### config.mk
export PLATFORM = sky130hd
export DESIGN_NAME = bram_arbiter
export DESIGN_NICKNAME = d
export VERILOG_FILES = /design/src/rtl/bram_arbiter.sv
export SDC_FILE = /design/constraint.sdc
export NUM_CORES = 1
export LEC_CHECK = 0
export BUFFER_PORTS_ARGS = -buffer_cell sky130_fd_sc_hd__buf_2
export CAP_MARGIN = 10
export CORE_MARGIN = 2
export CORE_UTILIZATION = 45
export CTS_CLUSTER_SIZE = 14
export DETAILED_ROUTE_END_ITERATION = 6
export PLACE_DENSITY = 0.81
export SETUP_SLACK_MARGIN = 0.5
export SYNTH_ARGS = -nofsm -noshare
export SYNTH_HDL_FRONTEND = slang
export SYNTH_SLANG_ARGS = --single-unit
### constraint.sdc
create_clock -name clk -period 1.6 [get_ports clk]
set_clock_uncertainty 0.15 [all_clocks]
set_input_delay 0.32 -clock clk [delete_from_list [all_inputs] [get_ports clk]]
set_output_delay 0.32 -clock clk [all_outputs]
set_load 0.02 [all_outputs]
### src/rtl/bram_arbiter.sv
// bram_arbiter: round-robin arbiter sharing one 1R1W no-change block RAM among NUM_REQ requesters.
// Define BRAM_ARB_LOCK_EN to let a requester hold its grant across beats (atomic read-modify-write).
module bram_arbiter #(
   parameter int NUM_REQ    = 2,
   parameter int ADDR_WIDTH = 4,
   parameter int DATA_WIDTH = 8,
   parameter int NUM_COL    = 1
) (
   input  logic                          clk,
   input  logic                          reset,
   input  logic [NUM_REQ-1:0]            req_valid,
   output logic [NUM_REQ-1:0]            req_ready,
   input  logic [NUM_REQ-1:0]            req_write,
   input  logic [NUM_REQ-1:0]            req_lock,
   input  logic [NUM_REQ*NUM_COL-1:0]    req_be,
   input  logic [NUM_REQ*ADDR_WIDTH-1:0] req_addr,
   input  logic [NUM_REQ*DATA_WIDTH-1:0] req_wdata,
   output logic [NUM_REQ-1:0]            rsp_valid,
   output logic [DATA_WIDTH-1:0]         rsp_data,
   output logic [NUM_COL-1:0]            bram_wr_en,
   output logic [ADDR_WIDTH-1:0]         bram_wr_addr,
   output logic [DATA_WIDTH-1:0]         bram_wr_data,
   output logic [ADDR_WIDTH-1:0]         bram_rd_addr,
   input  logic [DATA_WIDTH-1:0]         bram_rd_data
);

   localparam int LW = (NUM_REQ > 1) ? $clog2(NUM_REQ) : 1;
   localparam logic [NUM_REQ-1:0] ONE = {{(NUM_REQ-1){1'b0}}, 1'b1};

   logic [LW-1:0]         last_q, last_d;
   logic [NUM_COL-1:0]    wr_en_q, wr_en_d;
   logic [ADDR_WIDTH-1:0] wr_addr_q, wr_addr_d;
   logic [DATA_WIDTH-1:0] wr_data_q, wr_data_d;
   logic [ADDR_WIDTH-1:0] rd_addr_q, rd_addr_d;
   logic [LW-1:0]         tag_q, tag_d;
   logic                  rd_pending_q, rd_pending_d;
   logic [NUM_REQ-1:0]    rsp_valid_q, rsp_valid_d;

   logic [NUM_REQ-1:0]    eligible_s;
   logic                  accept_s;
   logic [LW-1:0]         grant_idx_s;
   logic                  grant_write_s;
   logic [NUM_COL-1:0]    grant_be_s;
   logic [ADDR_WIDTH-1:0] grant_addr_s;
   logic [DATA_WIDTH-1:0] grant_wdata_s;

`ifdef BRAM_ARB_LOCK_EN
   logic                  lock_active_q, lock_active_d;
   logic [LW-1:0]         lock_owner_q, lock_owner_d;
   logic                  grant_lock_s;
`else
   logic                  unused_lock_s;
   assign unused_lock_s = ^req_lock;
`endif

   function automatic int rr_idx(input logic [LW-1:0] base, input int step);
      return (int'(base) + step) % NUM_REQ;
   endfunction

   // While locked only the owner may be granted; nothing is granted during reset.
   always_comb begin
`ifdef BRAM_ARB_LOCK_EN
      eligible_s = lock_active_q ? (req_valid & (ONE << lock_owner_q)) : req_valid;
`else
      eligible_s = req_valid;
`endif
      eligible_s = reset ? '0 : eligible_s;
   end

   // Walk from lowest to highest priority so the highest-priority valid requester wins.
   always_comb begin
      accept_s    = 1'b0;
      grant_idx_s = '0;
      for (int k = NUM_REQ; k >= 1; k--) begin
         accept_s    = eligible_s[rr_idx(last_q, k)] ? 1'b1 : accept_s;
         grant_idx_s = eligible_s[rr_idx(last_q, k)] ? LW'(rr_idx(last_q, k)) : grant_idx_s;
      end
   end

   assign req_ready = accept_s ? (ONE << grant_idx_s) : '0;

   // Select the granted requester's command fields.
   always_comb begin
      grant_write_s = 1'b0;
      grant_be_s    = '0;
      grant_addr_s  = '0;
      grant_wdata_s = '0;
`ifdef BRAM_ARB_LOCK_EN
      grant_lock_s  = 1'b0;
`endif
      for (int i = 0; i < NUM_REQ; i++) begin
         grant_write_s = (grant_idx_s == LW'(i)) ? req_write[i] : grant_write_s;
         grant_be_s    = (grant_idx_s == LW'(i)) ? req_be[i*NUM_COL +: NUM_COL] : grant_be_s;
         grant_addr_s  = (grant_idx_s == LW'(i)) ? req_addr[i*ADDR_WIDTH +: ADDR_WIDTH] : grant_addr_s;
         grant_wdata_s = (grant_idx_s == LW'(i)) ? req_wdata[i*DATA_WIDTH +: DATA_WIDTH] : grant_wdata_s;
`ifdef BRAM_ARB_LOCK_EN
         grant_lock_s  = (grant_idx_s == LW'(i)) ? req_lock[i] : grant_lock_s;
`endif
      end
   end

   // Next-state for the command stage, pointer, lock and response pipeline.
   always_comb begin
      last_d       = last_q;
      wr_en_d      = '0;
      wr_addr_d    = wr_addr_q;
      wr_data_d    = wr_data_q;
      rd_addr_d    = rd_addr_q;
      tag_d        = tag_q;
      rd_pending_d = 1'b0;
`ifdef BRAM_ARB_LOCK_EN
      lock_active_d = lock_active_q;
      lock_owner_d  = lock_owner_q;
`endif
      if (accept_s) begin
         last_d = grant_idx_s;
`ifdef BRAM_ARB_LOCK_EN
         lock_active_d = grant_lock_s;
         lock_owner_d  = grant_idx_s;
`endif
         if (grant_write_s) begin
            wr_en_d   = grant_be_s;
            wr_addr_d = grant_addr_s;
            wr_data_d = grant_wdata_s;
         end else begin
            rd_addr_d    = grant_addr_s;
            tag_d        = grant_idx_s;
            rd_pending_d = 1'b1;
         end
      end else begin
         last_d = last_q;
      end
      rsp_valid_d = rd_pending_q ? (ONE << tag_q) : '0;
   end

   // State registers with synchronous reset.
   always_ff @(posedge clk) begin
      if (reset) begin
         last_q       <= LW'(NUM_REQ - 1);
         wr_en_q      <= '0;
         wr_addr_q    <= '0;
         wr_data_q    <= '0;
         rd_addr_q    <= '0;
         tag_q        <= '0;
         rd_pending_q <= 1'b0;
         rsp_valid_q  <= '0;
`ifdef BRAM_ARB_LOCK_EN
         lock_active_q <= 1'b0;
         lock_owner_q  <= '0;
`endif
      end else begin
         last_q       <= last_d;
         wr_en_q      <= wr_en_d;
         wr_addr_q    <= wr_addr_d;
         wr_data_q    <= wr_data_d;
         rd_addr_q    <= rd_addr_d;
         tag_q        <= tag_d;
         rd_pending_q <= rd_pending_d;
         rsp_valid_q  <= rsp_valid_d;
`ifdef BRAM_ARB_LOCK_EN
         lock_active_q <= lock_active_d;
         lock_owner_q  <= lock_owner_d;
`endif
      end
   end

   // Outputs are forced low for the whole time reset is held, including its first cycle.
   assign bram_wr_en   = reset ? '0 : wr_en_q;
   assign bram_wr_addr = reset ? '0 : wr_addr_q;
   assign bram_wr_data = reset ? '0 : wr_data_q;
   assign bram_rd_addr = reset ? '0 : rd_addr_q;
   assign rsp_valid    = reset ? '0 : rsp_valid_q;
   assign rsp_data     = reset ? '0 : bram_rd_data;

endmodule

==> flow_summary.ini, run 1 <==
[clock_tree]
hold_buffers = 0
ctsResizeCount = 108
clock-root-buffer = clkbuf_4
cts_sinks = 22
cts_setup_buffers = 22
clockBufferDepth = 2
cts.htree.levels = 1
cts_buffers = 3

[yosys]
synthFlopType = dfxtp_1
ys_types = 33
synthesis.nets = 187
synth_common_cells = nor2b_1 (27), dfxtp_1 (22), a221oi_1 (15)
synth.top_cell.area_share = 0.326
yosysSeqAreaShare = 0.326
synth_cells = 145
synth-edff-count = 0
netlist_area_mm2 = 0.00135
synth_area_leaders = dfxtp_1 (33%), nor2b_1 (12%), a311oi_2 (10%)
synth.most_common_cell = nor2b_1
syn_area_per_cell_um2 = 9.33
synth_seq_cells = 22
ys_warn_count = 0
postSynth.asyncResetShare = 0
synth_area_leader_cell = dfxtp_1

[floorplanning]
die_height_um = 58.8
initial_core_util = 0.482
ios = 71
die_w_um = 58.8
rows = 19

[placement]
hpwl_mm = 2.98
gp_congestion = 0.884
dpl_cell_area_mm2 = 0.00205
placement.io_buffers = 68

[status]
status = stopped before the end
firstError = [ERROR DPL-0033] detailed placement checks failed during check placement.
lastStage = clock tree synthesis
==> per-stage QoR <==
| stage | setup slack [ns] | cells |
|---|---|---|
| after floorplan | 0.243 | 145 |
| after detailed placement | -0.112 | 241 |
| after global placement | 0.00958 | 241 |
==> logic make-up after synthesis <==
logic type      synth area share
compound gates             0.365
simple gates               0.228
flops                      0.326
buf+inv                   0.0805
==> inputs of run 2 (changes only) <==
Settings changed: CORE_AREA set to 2 2 63 65, CORE_MARGIN 2 to unset, CORE_UTILIZATION 45 to unset, CTS_CLUSTER_SIZE 14 to unset, DIE_AREA set to 0 0 65 67, PLACE_DENSITY 0.81 to unset, PLACE_DENSITY_LB_ADDON set to 0.15, SETUP_SLACK_MARGIN 0.5 to unset.
==> run 2 against run 1 <==
Against the previous run:
- the flow now finishes without violations
- synthesized cell count stayed put
- area after synthesis unchanged
==> flow_summary.ini, run 2 <==
[yosys]
synth_cells = 145
synth_area_leader_cell = dfxtp_1
synth_common_cells = nor2b_1 (27), dfxtp_1 (22), a221oi_1 (15)
yosysSeqAreaShare = 0.326
synth_area_leaders = dfxtp_1 (33%), nor2b_1 (12%), a311oi_2 (10%)
synthesis.nets = 187
synth_seq_cells = 22
ys_warn_count = 0
synth.most_common_cell = nor2b_1
syn_area_per_cell_um2 = 9.33
synth-edff-count = 0
synthFlopType = dfxtp_1
synth.top_cell.area_share = 0.326
netlist_area_mm2 = 0.00135
ys_types = 33
postSynth.asyncResetShare = 0

[route]
antenna_left = 0
via_count = 1417
dr.pass1.iters = 4
drc = 0
routed_wl_mm = 3.79
drt_iter0_drc = 56
via_per_inst = 5.33
wire_per_inst_um = 14.2

[cells_and_area]
regMostFlops = wr_data_q
area_growth_pct = 38.5
layout_commonest_cell = buf_2
largest_registers = wr_data_q (8), rd_addr_q (4), wr_addr_q (4)
drive_above_1_share = 0.491
finalNetCount = 262
largest_register_ffs = 8
final_cell_mix = buf_2 (67), nor2b_1 (27), dfxtp_1 (21)
design_area_mm2 = 0.00187
antenna_cells = 0

[placement]
hpwl_mm = 2.81
pre_cts_slack_ns = -0.0309
gp_congestion = 0.772
dpl_cell_area_mm2 = 0.00179
placement.io_buffers = 68

[grt]
grt_max_degree = 20
grt_pass1_wl_mm = 6.06
grt_pass1_vias = 1339
grt_usage = 0.177
grt_overflow = 0
antenna_found_initial = 0

[sta]
fmax_mhz = 644
post-route-period-util = 0.970
setup_tns_ns = 0
finalSetupViolations = 0
worstMarginPinSlew_ns = 0.340
period_minus_slack_ns = 1.55
relSlewSlack = 0.773
fin_ws_ns = 0.0473
rsz0062_at_grt = false
slew_violations = 0
finalHoldViolations = 0

[power]
combPwrFrac = 0.317
p_per_area_mw_per_mm2 = 743
power_uw = 1390
p_sw_frac = 0.307
p_clk_frac = 0.240
ir_worst_vdd_uv = 355
seq_power_share = 0.443
intPower_uw = 965
power_leakage_uw = 0.000831
switching_power_uw = 427

[floorplanning]
die_w_um = 65
core_area_mm2 = 0.00361
rows = 22
ios = 71
initial_core_util = 0.375
dieArea_mm2 = 0.00436
die_height_um = 67

[clock_tree]
hold_buffers = 0
cts_tree = built
clockBufferDepth = 2
cts.htree.levels = 1
cts_buffers = 3
clkLatencyLatePin_ns = 0.25
path_clk_slew_ns = 0.08
clock-root-buffer = clkbuf_8
cts_sinks = 22

[critical_path]
cp_cell_sequence = a21boi_4 -> nor3_2 -> buf_2
path_class = register to output pin
worstPathArrival_ns = 1.08
worstSetupEndpointType = output pin
crit_path_start_kind = register
path_max_fanout = 6
path_buf_inv = 1
cpMaxStageDelayCell = dfxtp_4
required_ns = 1.13
max_stage_delay_ns = 0.37
r2r_slack_ns = 0.09
critPathTopFamily = flip-flops

[run]
drv_cap = 0

[worst_hold_path]
hp-class = input port to register

[status]
status = finished clean
[run 2: cell counts after synthesis]
No cell type changed its count.
[run 2: final timing paths]
check | from | endpoint | cells past startpoint
max | last_q | req_ready[0] | 3
min | req_wdata[6] | wr_data_q[6] | 3
max reg2reg | last_q | wr_data_q[0] | 5
min reg2reg | tag_q | rsp_valid_q[0] | 1
[run 2: cells by family (layout without fill, tap and decap cells)]
kind of cell / Yosys count / count (layout) / synth area share
AOI/OAI and AO/OA: 53 / 53 / 0.365
and+or+nand+nor: 52 / 52 / 0.228
DFF: 22 / 22 / 0.326
buffers and inverters: 18 / 91 / 0.0805
[run 2: worst min-delay path, stage by stage]
cell and delay, ns:
buf_2 0.10, o21ai_0 0.06, a311oi_1 0.08
[run 2: through the flow]
stage | hold slack (ns) | util | cells
after global routing | 0.224 | 0.519 | 266
after detailed placement | 0.320 | 0.498 | 260
after CTS | 0.207 | 0.517 | 266
final | 0.211 | 0.519 | 266
after floorplan | 0.278 | - | 145
after global placement | 0.310 | 0.498 | 260
[run 2: per-layer routing]
metal  track usage  vias up  wire [um]
li1              -      711          -
met4        0.0479        0         22
met5             0        -          0
met3        0.0220        2        190
met2         0.311       40       1890
met1         0.227      664       1680
[run 2: area by class of cell]
class                   count  area (um2)
clock buffers               3        41.3
well taps                  48        60.1
repair buffers             86         503
inverters                   2        7.51
fillers                   370        1730
flip-flops and latches     22         444
multi-input cells         105         817
[run 2: power groups by stage]
| stage | registers, uW | clock network, uW | logic [uW] |
|---|---|---|---|
| after detailed placement | 628 | 0 | 429 |
| after global routing | 623 | 367 | 480 |
| after CTS | 617 | 338 | 441 |
| final | 617 | 334 | 441 |
| after global placement | 627 | 0 | 423 |
| after floorplan | 621 | 0 | 288 |
[run 2: what timing repair did]
item	CTS	global route
setup endpoints to repair	2	2
pin swaps	2	0
resized for setup	2	3
setup buffers	3	0
endpoints found under the hold margin	0	0
cloned	0	0
(Power assumes the default switching activity.)
==> inputs of run 3 (changes only) <==
Settings changed: SETUP_SLACK_MARGIN set to 0.05.
==> run 3 against run 2 <==
Against the previous run:
- critical path type unchanged
- critical path depth stayed put
- register-to-register slack better by 0.02 ns
- power is 0.18% higher
- critical endpoint is now req_ready[1]
- combinational power hardly changed
==> flow_summary.ini, run 3 (synthesized netlist as in run 2, its figures left out) <==
[status]
status = finished clean

[critical_path]
r2r_slack_ns = 0.11
worstSetupEndpointType = output pin
required_ns = 1.13
path_class = register to output pin
crit_path_start_kind = register
cp_cell_sequence = a21bo_4 -> nor2_2 -> buf_4
crit-reg2reg-launch = last_q
r2r-end = wr_data_q[0]
worstPathArrival_ns = 1.06
cpMaxStageDelayCell = dfxtp_4
path_max_fanout = 5
max_stage_delay_ns = 0.37
critPathTopFamily = flip-flops
ff2ff_path_depth = 5
path_buf_inv = 1

[worst_hold_path]
whs_path_depth = 3
min_from = req_wdata[5]
hp-class = input port to register
whs_endpoint = wr_data_q[5]

[route]
antenna_left = 0
dr.pass1.iters = 4
drc = 0
routed_wl_mm = 3.79
via_per_inst = 5.31
wire_per_inst_um = 14.2
drt_iter0_drc = 60
via_count = 1413

[sta]
post-route-period-util = 0.959
rsz0062_at_grt = true
whs_ns = 0.207
slew_violations = 0
period_minus_slack_ns = 1.53
setup_tns_ns = 0
finalHoldViolations = 0
finalSetupViolations = 0
worstMarginPinSlew_ns = 0.340
fmax_mhz = 652
relSlewSlack = 0.773

[floorplanning]
dieArea_mm2 = 0.00436
core_area_mm2 = 0.00361
die_w_um = 65
rows = 22
initial_core_util = 0.375
ios = 71
die_height_um = 67

[grt]
grt_overflow = 0
use_met3 = 0.0220
grt_pass1_wl_mm = 6.06
grtUsageMet1 = 0.227
grt_usage = 0.177
grt_max_degree = 20
antenna_found_initial = 0
use_met2 = 0.311
grt_busiest_layer = met2
grt_pass1_vias = 1339

[clock_tree]
clkLatencyLatePin_ns = 0.25
cts_buffers = 3
cts_sinks = 22
cts.htree.levels = 1
clockBufferDepth = 2
path_clk_slew_ns = 0.08
hold_buffers = 0
clock-root-buffer = clkbuf_8
cts_tree = built

[cells_and_area]
drive_above_1_share = 0.491
finalNetCount = 262
regMostFlops = wr_data_q
largest_register_ffs = 8
instances_no_fill = 266
layout_commonest_cell = buf_2
final_cell_mix = buf_2 (65), nor2b_1 (27), dfxtp_1 (21)
antenna_cells = 0
area_growth_pct = 38.9
largest_registers = wr_data_q (8), rd_addr_q (4), wr_addr_q (4)

[power]
intPower_uw = 967
combPwrFrac = 0.317
p_sw_frac = 0.307
p_per_area_mw_per_mm2 = 743
ir_worst_vdd_uv = 356
seq_power_share = 0.442
switching_power_uw = 428
power_leakage_uw = 0.000832
p_clk_frac = 0.241

[run]
drv_cap = 0

[placement]
placement.io_buffers = 68
place_inst = 260
hpwl_mm = 2.81
gp_congestion = 0.772
[run 3: metal layers]
layer / up-vias / part of all wire
met5: - / 0
met4: 0 / 0.0058
met3: 2 / 0.052
met2: 42 / 0.50
met1: 656 / 0.44
li1: 713 / -
[run 3: power groups by stage]
stage	clock [uW]	sequential (uW)	combinational, uW
5_1_grt	367	623	482
3_3_place_gp	0	627	423
4_1_cts	338	617	441
2_1_floorplan	0	621	288
6_report	336	616	443
3_5_place_dp	0	628	429
[run 3: worst reg2reg max path: cells and delay by family, from the launching register on]
kind	cells	cell delay, ns
AO/OA/AOI/OAI	2	0.50
buffers and inverters	2	0.30
flip-flops	1	0.37
AND/OR/NAND/NOR	1	0.09
[run 3: stage by stage]
stage	power, uW	area [um2]	setup slack, ns	util
after global routing	1470	1880	0.0270	0.521
after CTS	1400	1870	0.0413	0.517
after global placement	1050	1790	0.00220	0.498
final	1390	1880	0.0652	0.521
after floorplan	909	1360	0.0750	-
after detailed placement	1060	1790	-0.0309	0.498
[run 3: worst max-delay path by stage]
stage | slack, ns | startpoint | depth (start not counted) | endpoint
after floorplan | 0.08 | reset | 3 | req_ready[0]
after global placement | 0.002 | req_valid[0] | 5 | rd_addr_q[1]
after detailed placement | -0.03 | req_valid[0] | 5 | wr_addr_q[0]
after CTS | 0.04 | last_q | 3 | req_ready[1]
after global routing | 0.03 | last_q | 3 | req_ready[1]
final | 0.07 | last_q | 3 | req_ready[1]
[run 3: cell type report]
type | count | area (um2)
fill | 369 | 1730
inverter | 2 | 7.51
multi-input combinational | 105 | 817
tap | 48 | 60.1
timing repair buffer | 86 | 508
sequential | 22 | 444
clock buffer | 3 | 41.3
[run 3: what timing repair did]
item                       in CTS  in global routing
pin swaps                       2                  2
resized for setup               2                  5
cloned                          0                  0
setup endpoints to repair       2                 17
setup buffers                   3                  0
==> inputs of run 4 (changes only) <==
Settings changed: ABC_AREA set to 1.
==> run 4 against run 3 <==
Against the previous run:
- sequential share of layout area rose by 0.48 points
- non-clock buffer count fell by 5
- via count rose by 3.7%
- setup slack improved by 0.027 ns
- count of clock-buffer cells in the layout rose by 1
- final area fell by 2.5%
- clock power rose by 18%
- first-iteration DRC count fell by 63%
- combinational power fell by 15%
- cell count rose by 32%
- sequential cell count did not move
- area after synthesis fell by 4.0%
- critical path type unchanged
==> flow_summary.ini, run 4 <==
[critical_path]
path_max_fanout = 3
ff2ff_path_depth = 8
crit_start = last_q
crit-reg2reg-launch = last_q
crit_path_start_kind = register
path_class = register to output pin
worstSetupEndpointType = output pin
worstPathArrival_ns = 1.04
required_ns = 1.13

[sta]
relSlewSlack = 0.873
post-route-period-util = 0.942
rsz0062_at_grt = true
slew_violations = 0
period_minus_slack_ns = 1.51
finalSetupViolations = 0
worstMarginPinSlew_ns = 0.189
fmax_mhz = 663
finalHoldViolations = 0
setup_tns_ns = 0

[cells_and_area]
area_growth_pct = 40.9
design_area_mm2 = 0.00183
regMostFlops = wr_data_q
drive_above_1_share = 0.325
largest_registers = wr_data_q (8), rd_addr_q (4), wr_addr_q (4)
final_cell_mix = nand2_1 (72), buf_2 (67), nor2_1 (54)
finalNetCount = 345
antenna_cells = 0
final_util = 0.508
largest_register_ffs = 8
layout_commonest_cell = nand2_1
nFillCells = 387
instances_no_fill = 350

[grt]
antenna_found_initial = 0
grt_usage = 0.152
grt_pass1_vias = 1200
grt_pass1_wl_mm = 5.18
grt_overflow = 0
grt_max_degree = 23

[route]
routed_wl_mm = 3.20
wire_per_inst_um = 9.13
via_count = 1465
dr.pass1.iters = 4
drt_iter0_drc = 22
via_per_inst = 4.19
drc = 0
antenna_left = 0

[yosys]
postSynth.asyncResetShare = 0
synth_seq_cells = 22
ys_types = 18
synth-compound-area-share = 0.0289
synth.most_common_cell = nand2_1
synth.top_cell.area_share = 0.339
synth_common_cells = nand2_1 (72), nor2_1 (55), inv_1 (42)
synth-xor-area-share = 0
synthFlopType = dfxtp_1
synth_top_family_by_area = simple AND/OR/NAND/NOR gates
ys_warn_count = 0
synth_area_leader_cell = dfxtp_1
syn_area_per_cell_um2 = 5.75
yosysSeqAreaShare = 0.339
synth-edff-count = 0
synthesis.nets = 268
synth_fa_ha_area_frac = 0
synth_cells = 226
synthMuxAreaShare = 0
synth_area_leaders = dfxtp_1 (34%), nand2_1 (21%), nor2_1 (16%)
yosys.area_share.simple = 0.458
netlist_area_mm2 = 0.00130

[worst_hold_path]
hp-class = input port to register
min_from = req_be[1]
whs_path_depth = 3

[clock_tree]
clkLatencyLatePin_ns = 0.26
cts_tree = built
clockBufferDepth = 2
cts_buffers = 3
cts.htree.levels = 1
clock-root-buffer = clkbuf_8
hold_buffers = 0
cts_sinks = 22
path_clk_slew_ns = 0.08

[placement]
dpl_cell_area_mm2 = 0.00174
place_inst = 344
gp_congestion = 0.750
placement.io_buffers = 68
hpwl_mm = 2.38

[floorplanning]
ios = 71
die_w_um = 65
die_height_um = 67
initial_core_util = 0.360
core_area_mm2 = 0.00361
rows = 22
dieArea_mm2 = 0.00436

[status]
status = finished clean

[power]
power_uw = 1370
power_leakage_uw = 0.00116
ir_worst_vdd_uv = 582
p_per_area_mw_per_mm2 = 749

[run]
drv_cap = 0
[run 4: final timing paths]
kind	slack [ns]	endpoint
max	0.09	req_ready[0]
min	0.15	wr_en_q
min reg2reg	0.29	rsp_valid_q[0]
max reg2reg	0.21	wr_data_q[1]
[run 4: through the flow]
| step | hold slack [ns] | worst slack, ns |
|---|---|---|
| floorplan | 0.254 | 0.0918 |
| global placement | 0.271 | 0.0135 |
| detailed placement | 0.276 | 0.00102 |
| CTS | 0.142 | 0.0560 |
| global route | 0.159 | 0.0288 |
| finish | 0.151 | 0.0926 |
[run 4: logic make-up after synthesis]
| family | count (synthesis) |
|---|---|
| compound gates | 5 |
| buf+inv | 55 |
| flops | 22 |
| simple gates | 144 |
[run 4: critical path, cell delays in order (launching register included)]
cell,delay [ns]
dfxtp_2,0.36
nand3_4,0.08
nand2_4,0.07
inv_2,0.05
nor2_4,0.09
buf_6,0.12
[run 4: cell type report]
type | instances | area, um2 | area share
Multi-Input combinational cell | 149 | 644 | 0.352
Sequential cell | 22 | 442 | 0.241
Timing Repair Buffer | 81 | 457 | 0.249
Clock buffer | 4 | 55.1 | 0.0301
Inverter | 46 | 173 | 0.0943
Tap cell | 48 | 60.1 | 0.0328
[run 4: power by group]
group | total, uW | switching, uW | internal, uW
logic | 377 | 223 | 154
registers | 599 | 11.8 | 587
clock network | 396 | 176 | 219
total | 1370 | 411 | 961
[run 4: what timing repair did]
| action | in CTS | in global routing |
|---|---|---|
| pin swaps | 2 | 1 |
| endpoints found under the setup margin | 2 | 1 |
| gates resized for setup | 3 | 2 |
| setup buffers | 2 | 0 |
| gates cloned | 0 | 0 |
[run 4: routing by layer]
layer	part of all wire	global-route usage	vias up
met5	0	0	-
met3	0.068	0.0389	4
li1	-	-	794
met4	0.0075	0.0346	0
met1	0.47	0.190	616
met2	0.45	0.263	51
